==> config.mk <==
export PLATFORM = sky130hd
export DESIGN_NAME = msrv32_alu_arbiter
export DESIGN_NICKNAME = d
export VERILOG_FILES = /design/src/rtl/msrv32_alu_arbiter.sv
export SDC_FILE = /design/constraint.sdc
export NUM_CORES = 1
export LEC_CHECK = 0
export BUFFER_PORTS_ARGS = -buffer_cell sky130_fd_sc_hd__buf_4
export CAP_MARGIN = 20
export CORE_ASPECT_RATIO = 0.6
export CORE_MARGIN = 3
export CORE_UTILIZATION = 43
export CTS_CLUSTER_DIAMETER = 150
export DETAILED_ROUTE_END_ITERATION = 7
export PLACE_DENSITY = 0.82
export SLEW_MARGIN = 20
export SYNTH_ARGS = -nofsm -noshare
export SYNTH_HDL_FRONTEND = slang
export SYNTH_SLANG_ARGS = --single-unit
==> constraint.sdc <==
create_clock -name clk_in -period 1.65 [get_ports clk_in]
set_clock_uncertainty 0.1 [all_clocks]
set_input_delay 0.0825 -clock clk_in [delete_from_list [all_inputs] [get_ports clk_in]]
set_output_delay 0.0825 -clock clk_in [all_outputs]
set_load 0.005 [all_outputs]
==> src/rtl/msrv32_alu_arbiter.sv <==
// msrv32_alu_arbiter: shares one msrv32_alu between the execute path (req0)
// and the auxiliary/debug path (req1). One operation is in flight at a time:
// the winner's operands are registered, held on the ALU inputs for ALU_LAT
// cycles, and the sampled result is returned only to the requester that
// issued the operation.
module msrv32_alu_arbiter #(
    parameter int PRIO_MODE = 0,   // 0 = round-robin, 1 = req0 always wins
    parameter int ALU_LAT   = 1    // EXEC cycles before alu_result_in is sampled (1..4)
) (
    input  logic        clk_in,
    input  logic        rst_in,
    input  logic        req0_valid_in,
    output logic        req0_ready_out,
    input  logic [3:0]  req0_opcode_in,
    input  logic [31:0] req0_op_1_in,
    input  logic [31:0] req0_op_2_in,
    output logic        rsp0_valid_out,
    input  logic        rsp0_ready_in,
    output logic [31:0] rsp0_result_out,
    input  logic        req1_valid_in,
    output logic        req1_ready_out,
    input  logic [3:0]  req1_opcode_in,
    input  logic [31:0] req1_op_1_in,
    input  logic [31:0] req1_op_2_in,
    output logic        rsp1_valid_out,
    input  logic        rsp1_ready_in,
    output logic [31:0] rsp1_result_out,
    output logic [3:0]  alu_opcode_out,
    output logic [31:0] alu_op_1_out,
    output logic [31:0] alu_op_2_out,
    input  logic [31:0] alu_result_in,
    output logic        busy_out,
    output logic        last_grant_out
);

    // An out-of-range latency cannot be represented by the 2-bit counter.
    if (ALU_LAT < 1 || ALU_LAT > 4) begin : g_bad_lat
        $error("msrv32_alu_arbiter: ALU_LAT must be in the range 1..4");
    end

    localparam logic [1:0] LAT_M1 = 2'(ALU_LAT - 1);

    typedef enum logic [1:0] {
        IDLE = 2'd0,
        EXEC = 2'd1,
        RESP = 2'd2
    } state_t;

    state_t      state_reg;
    state_t      state_next;
    logic        owner_reg;
    logic        last_grant_reg;
    logic [1:0]  cnt_reg;
    logic [3:0]  opcode_reg;
    logic [31:0] op_1_reg;
    logic [31:0] op_2_reg;
    logic [31:0] result_reg;

    logic [1:0]  req_valid_vec;
    logic [1:0]  req_ready_vec;
    logic [1:0]  rsp_valid_vec;
    logic [1:0]  rsp_ready_vec;
    logic        grant;
    logic        accept;
    logic        consume;

    assign req_valid_vec = {req1_valid_in, req0_valid_in};
    assign rsp_ready_vec = {rsp1_ready_in, rsp0_ready_in};

    // Pick the winner among the valid requesters; a tie goes to req0 in
    // fixed-priority mode, otherwise to whoever was not granted last.
    always_comb begin
        grant = 1'b0;
        if (req_valid_vec == 2'b11) begin
            grant = (PRIO_MODE == 1) ? 1'b0 : ~last_grant_reg;
        end else begin
            grant = req_valid_vec[1];
        end
    end

    // Requests are taken only in IDLE and never while reset is asserted.
    assign accept  = (state_reg == IDLE) && rst_in && (req_valid_vec != 2'b00);
    assign consume = (state_reg == RESP) && rsp_ready_vec[owner_reg];

    // Per-requester handshake outputs: ready only for the winner, response
    // valid only for the owner of the operation in flight.
    for (genvar gi = 0; gi < 2; gi++) begin : g_req
        assign req_ready_vec[gi] = accept && (grant == 1'(gi));
        assign rsp_valid_vec[gi] = (state_reg == RESP) && (owner_reg == 1'(gi));
    end

    // Next-state logic for IDLE -> EXEC -> RESP -> IDLE.
    always_comb begin
        state_next = state_reg;
        case (state_reg)
            IDLE:    if (accept) state_next = EXEC;
            EXEC:    if (cnt_reg == LAT_M1) state_next = RESP;
            RESP:    if (consume) state_next = IDLE;
            default: state_next = IDLE;
        endcase
    end

    // State register; reset abandons any operation in flight.
    always_ff @(posedge clk_in) begin
        if (!rst_in) begin
            state_reg <= IDLE;
        end else begin
            state_reg <= state_next;
        end
    end

    // Operand capture on grant, latency count and result capture in EXEC.
    always_ff @(posedge clk_in) begin
        if (!rst_in) begin
            owner_reg      <= 1'b0;
            last_grant_reg <= 1'b1;
            cnt_reg        <= 2'd0;
            opcode_reg     <= 4'd0;
            op_1_reg       <= 32'd0;
            op_2_reg       <= 32'd0;
            result_reg     <= 32'd0;
        end else begin
            case (state_reg)
                IDLE: begin
                    if (accept) begin
                        owner_reg      <= grant;
                        last_grant_reg <= grant;
                        cnt_reg        <= 2'd0;
                        opcode_reg     <= grant ? req1_opcode_in : req0_opcode_in;
                        op_1_reg       <= grant ? req1_op_1_in   : req0_op_1_in;
                        op_2_reg       <= grant ? req1_op_2_in   : req0_op_2_in;
                    end
                end
                EXEC: begin
                    cnt_reg <= cnt_reg + 2'd1;
                    if (cnt_reg == LAT_M1) begin
                        result_reg <= alu_result_in;
                    end
                end
                default: ;
            endcase
        end
    end

    assign req0_ready_out  = req_ready_vec[0];
    assign req1_ready_out  = req_ready_vec[1];
    assign rsp0_valid_out  = rsp_valid_vec[0];
    assign rsp1_valid_out  = rsp_valid_vec[1];
    assign rsp0_result_out = result_reg;
    assign rsp1_result_out = result_reg;
    assign alu_opcode_out  = opcode_reg;
    assign alu_op_1_out    = op_1_reg;
    assign alu_op_2_out    = op_2_reg;
    assign busy_out        = (state_reg != IDLE);
    assign last_grant_out  = last_grant_reg;

endmodule

Word-level counts from Yosys, hierarchy flattened
Cells that the tools add are included.
- logic and storage cells: 47
- flip-flop bits (word level): 106
- output and inout bits: 138
- bits of input ports: 174
- equality and inequality tests: 6
- add/subtract/negate cells: 1
- reduce and logical (&&, ||, !) cells: 16
- multiplexer cells: 12
- bitwise gates (word level): 3
- order comparisons: 1
- operator list (cell ; count):
    $mux 32 ; 2
    $mux 2 ; 4
    $logic_and 1x1->1 ; 7
    $ne 2x2->1 const B ; 3
    $pmux 2 s3 ; 1
    $reduce_and 2->1 ; 3
    $reduce_bool 2->1 ; 3
    $eq 2x2->1 const B ; 2
    $logic_not 2->1 ; 2
    $mux 4 ; 1
    $pmux 2 s2 ; 1
    $mux 1 ; 3
    $not 1->1 ; 3
    $reduce_and 3->1 ; 1
    $add 2x1->2 const B ; 1
    $eq 2x1->1 const B ; 1
    $lt 1x2->1 const B ; 1

Logic depth before layout (Yosys ltp)
- depth in word-level cells: 5
- gate-level depth with buffers: 7
- mapped depth without buffers: 5

Worst setup path before layout
Ideal clock, no wire load.
- path type: register to register
- start point: register state_reg[0]
- end point: register op_2_reg[13] (netlist: alu_op_2_out[13])
- data required time: 1403 ps
- cell stages (with the launch flop): 6
- data arrival time: 1186 ps
- clock period less this slack: 1433 ps
- library setup time: 147 ps
- slack: 217 ps
- path buffers: 2
- cell sequence: dfxtp_1 > or3b_4 > nor2_4 > buf_6 > buf_6 > a311oi_2
- longest elaborated chain between the ends: 4
- ends and longest elaborated chain (what ; RTL line ; RTL):
    start, declared ; 49 ; state_t state_reg;
    start signal, assigned ; 108 ; state_reg <= state_next;
    $logic_not 2->1 (*) ; 82, 123 ;
    $logic_and 1x1->1 (2 in series) ; 82 ; assign accept = (state_reg == IDLE) && rst_in && (req_valid_vec != 2'b00);
    $reduce_and 2->1 (no source line) (*) ; - ;
    end signal, assigned ; 131 ; op_2_reg <= grant ? req1_op_2_in : req0_op_2_in;
    end, declared ; 56 ; logic [31:0] op_2_reg;
Mark *: on every way between the ends. The rest lies on a longest branch, timed or not.
A chain may end at the register's enable or synchronous reset.

Final worst setup path
- start point: input port rst_in
- end point: register op_2_reg[20] (netlist: alu_op_2_out[20])
- longest elaborated chain between the ends: 3
- ends and longest elaborated chain (what ; RTL line ; RTL):
    start, declared ; 11 ; input logic rst_in,
    $logic_and 1x1->1 (2 in series) ; 82 ;
    $reduce_and 2->1 (no source line) ; - ;
Parallel ways exist; a longest one is shown, timed or not.

==> summary.txt <==
Min path
  • Instance count along the most critical hold path: 4
  • Class of the most critical hold timing path: in -> reg
  • Hold Path Origin: req1_valid_in

Die
  • Row cnt: 29
  • Die height: 88.4 µm
  • Top-Level Pins: 312
  • Die area: 12700 µm²
  • Width of the die: 143 µm
  • Effective utilization at floorplan: 45.0%
  • Core Box Area: 10800 µm²

STA
  • Final setup TNS: -3.76 ns
  • Worst-Margin Slew: 0.621 ns
  • Max-slew violation count: 0
  • Slew headroom: 58.6%
  • Final Setup Violations: 68
  • Final min period: 1.89 ns
  • Max Clk Rate: 0.530 GHz
  • Hold Violations, Final: 0
  • Setup repair after global routing missed its margin: yes
  • Least setup slack across all paths after layout: -0.236 ns
  • Final period utilization: 114%

Setup path
  • Worst path bufs/invs: 5
  • Critical Path Source Type: primary input
  • WS Path Type: in -> reg
  • Number of logic stages on the critical path including buffering: 8
  • Cell family with the largest share of critical-path delay: buffers and inverters
  • Required time reported for the critical path endpoint: 1.76 ns
  • First element of the critical path: rst_in
  • List of cells traversed by the critical path: dlygate4sd3_1 > buf_4 > nor3b_4 > buf_6 > buf_12 > buf_8 > a21oi_1 > a311oi_2
  • Max Fanout on Critical Path: 18
  • Logic depth of the worst register-to-register path: 7
  • Slowest cell delay on critical path: 0.58 ns
  • Signal arrival time at the worst endpoint: 2.00 ns
  • Worst r2r src: state_reg[1]
  • Crit-path slowest cell: sky130_fd_sc_hd__dlygate4sd3_1
  • Setup crit end kind: flop

Routing
  • Vias: 7123
  • Total Wirelength: 27600 µm
  • Average vias per placed instance: 5.99
  • Detail Route met2 WL: 13300 µm
  • Top layer reached by signal wires: met4
  • DRC errors left: 0
  • Initial DRC Count: 634
  • Antenna-violating nets left: 0
  • Drt first pass iters: 5
  • Routed wire length on met3: 3080 µm
  • Routed met1 length: 9430 µm
  • Wire length per cell: 23.2 µm

Clocking
  • Worst-skew pair later-pin latency: 0.35 ns
  • Sink count of the clock tree: 106
  • Clock slew seen by the registers of the worst setup and hold paths: 0.07 ns
  • Cts bufs inserted: 9
  • CTS tree: built
  • Root buf cell: sky130_fd_sc_hd__clkbuf_16
  • Max Root-Sink Buffers: 2
  • H-tree depth reported by CTS: 3

Yosys
  • Share of async-settable or async-resettable flops after synthesis: 0%
  • Yosys reg bits: 106
  • Number of cells produced by synthesis: 601
  • Post-synth EDFFs: 0
  • Post-synth design cell area: 4870 µm²
  • Synthesized area divided by synthesized cell count: 8.10 µm²
  • Number of distinct library cells after synthesis: 30
  • Sequential-to-total area share from yosys stat: 43.6%
  • Leading area contributor after synthesis: sky130_fd_sc_hd__dfxtp_1
  • Number of warning messages in the yosys log: 0
  • Cell types with the largest area share after synthesis: sky130_fd_sc_hd__dfxtp_1 44%, sky130_fd_sc_hd__nand2_1 16%, sky130_fd_sc_hd__a21oi_1 11%, sky130_fd_sc_hd__a311oi_1 8.6%, sky130_fd_sc_hd__a311oi_2 6.2%
  • Synth Flop Type: sky130_fd_sc_hd__dfxtp_1
  • Fraction of post-synthesis cell area in the top cell type by area: 43.6%
  • Number of nets produced by synthesis: 776

Global route
  • Grt total ovfl: 0
  • Aggregate global-route resource usage: 36.0%
  • Vias in the first global route: 6770
  • Wire length of the first global-routing pass: 36000 µm
  • Antenna violations before repair: 1
  • Pin count of the biggest net entering global routing: 58

Placed design
  • Detailed Place HPWL: 13100 µm
  • Placed cell count: 979
  • Global placer's final weighted congestion: 0.864
  • Number of input and output port buffers inserted: 311

Final layout
  • Number of nets in the final layout: 1218
  • Syn-to-layout area delta: 97.5%
  • Ratio of cells with drive above 1 in the final layout: 39.3%
  • Leading cell types in the layout, fill and taps excluded: 321 x sky130_fd_sc_hd__buf_4, 201 x sky130_fd_sc_hd__nand2_1, 171 x sky130_fd_sc_hd__dlygate4sd3_1
  • Number of non-filler instances in the completed layout: 1190
  • Most common library cell in the layout ignoring fill and taps: sky130_fd_sc_hd__buf_4

Run
  • Max Cap Violations: 0

Outcome
  • Outcome: complete, but fails checks
  • Failing checks: setup timing

Power
  • Pwr Density: 896 nW/µm²
  • Maximum VDD drop: 0.596 mV
  • P_leak: 4.27 nW
==> synthesized netlist by cell type (2+ instances only) <==
master,instances
sky130_fd_sc_hd__nand2_1,202
sky130_fd_sc_hd__dfxtp_1,106
sky130_fd_sc_hd__a21oi_1,103
sky130_fd_sc_hd__a311oi_1,48
sky130_fd_sc_hd__buf_4,40
sky130_fd_sc_hd__clkbuf_1,33
sky130_fd_sc_hd__a311oi_2,20
sky130_fd_sc_hd__buf_2,14
sky130_fd_sc_hd__inv_1,4
sky130_fd_sc_hd__nor2_1,4
sky130_fd_sc_hd__buf_6,3
sky130_fd_sc_hd__and3b_1,2
sky130_fd_sc_hd__nand3_1,2
sky130_fd_sc_hd__nand3b_1,2
sky130_fd_sc_hd__o21ai_0,2
sky130_fd_sc_hd__or2_2,2
==> cell type report <==
class	count	area, µm²
repair buffers	521	4660
multi-input cells	401	2320
flip-flops and latches	106	2130
fillers	450	1190
clock buffers	12	236
well taps	139	174
clock inverters	4	76.3
inverters	4	16.3
diodes	3	7.51
==> stage by stage <==
step	total power [mW]	hold slack, ns	setup slack [ns]	util [%]	area, µm²
2_1_floorplan	4.23	0.0543	0.217	-	4870
3_3_place_gp	5.27	0.214	0.0356	65.8	7110
3_5_place_dp	5.36	0.220	-0.107	65.8	7110
4_1_cts	8.06	0.0892	-0.0233	85.9	9290
5_1_grt	8.87	0.141	-0.204	88.9	9610
6_report	8.61	0.127	-0.236	88.9	9620
==> cells by family (layout without fill, tap and decap cells) <==
logic type	after synthesis	after routing	synth area share [%]
buffers and inverters	94	541	11.2
AND/OR/NAND/NOR	220	220	18.1
other	0	3	0
flip-flops	106	106	43.6
adder cells (fa/ha/maj)	1	1	0.257
AO/OA/AOI/OAI	179	179	26.7
multiplexers	1	1	0.206
==> metal layers <==
layer	vias to the layer above	GRT usage, %
met5	-	0
li1	2961	-
met2	658	62.7
met3	182	9.83
met4	0	18.2
met1	3322	41.4
==> worst paths after layout <==
kind | endpoint | slack (ns)
min reg2reg | rsp0_result_out[15] | 0.39
min | owner_reg | 0.13
max | alu_op_2_out[20] | -0.24
max reg2reg | alu_op_2_out[20] | -0.21
==> where the power goes <==
group | switching [mW] | total, mW | internal (mW)
clock network | 0.983 | 2.32 | 1.34
registers | 0.248 | 3.12 | 2.87
logic | 1.49 | 3.17 | 1.69
total | 2.72 | 8.61 | 5.89
==> worst reg2reg max path, stage by stage (launching register included) <==
cell	delay, ns
sky130_fd_sc_hd__dfxtp_2	0.33
sky130_fd_sc_hd__buf_6	0.13
sky130_fd_sc_hd__nor3b_4	0.26
sky130_fd_sc_hd__buf_6	0.14
sky130_fd_sc_hd__buf_12	0.10
sky130_fd_sc_hd__buf_8	0.16
sky130_fd_sc_hd__a21oi_1	0.12
sky130_fd_sc_hd__a311oi_2	0.39
==> what timing repair did <==
| action | 4_1_cts | 5_1_grt |
|---|---|---|
| cloned | 1 | 7 |
| endpoints found under the setup margin | 43 | 101 |
| buffers inserted | 10 | 4 |
| resized for setup | 16 | 27 |
| pin swaps | 9 | 45 |
| hold buffers | 171 | 0 |
| hold endpoints to repair | 104 | 0 |
Note: power is estimated with default switching activity, not from simulation.
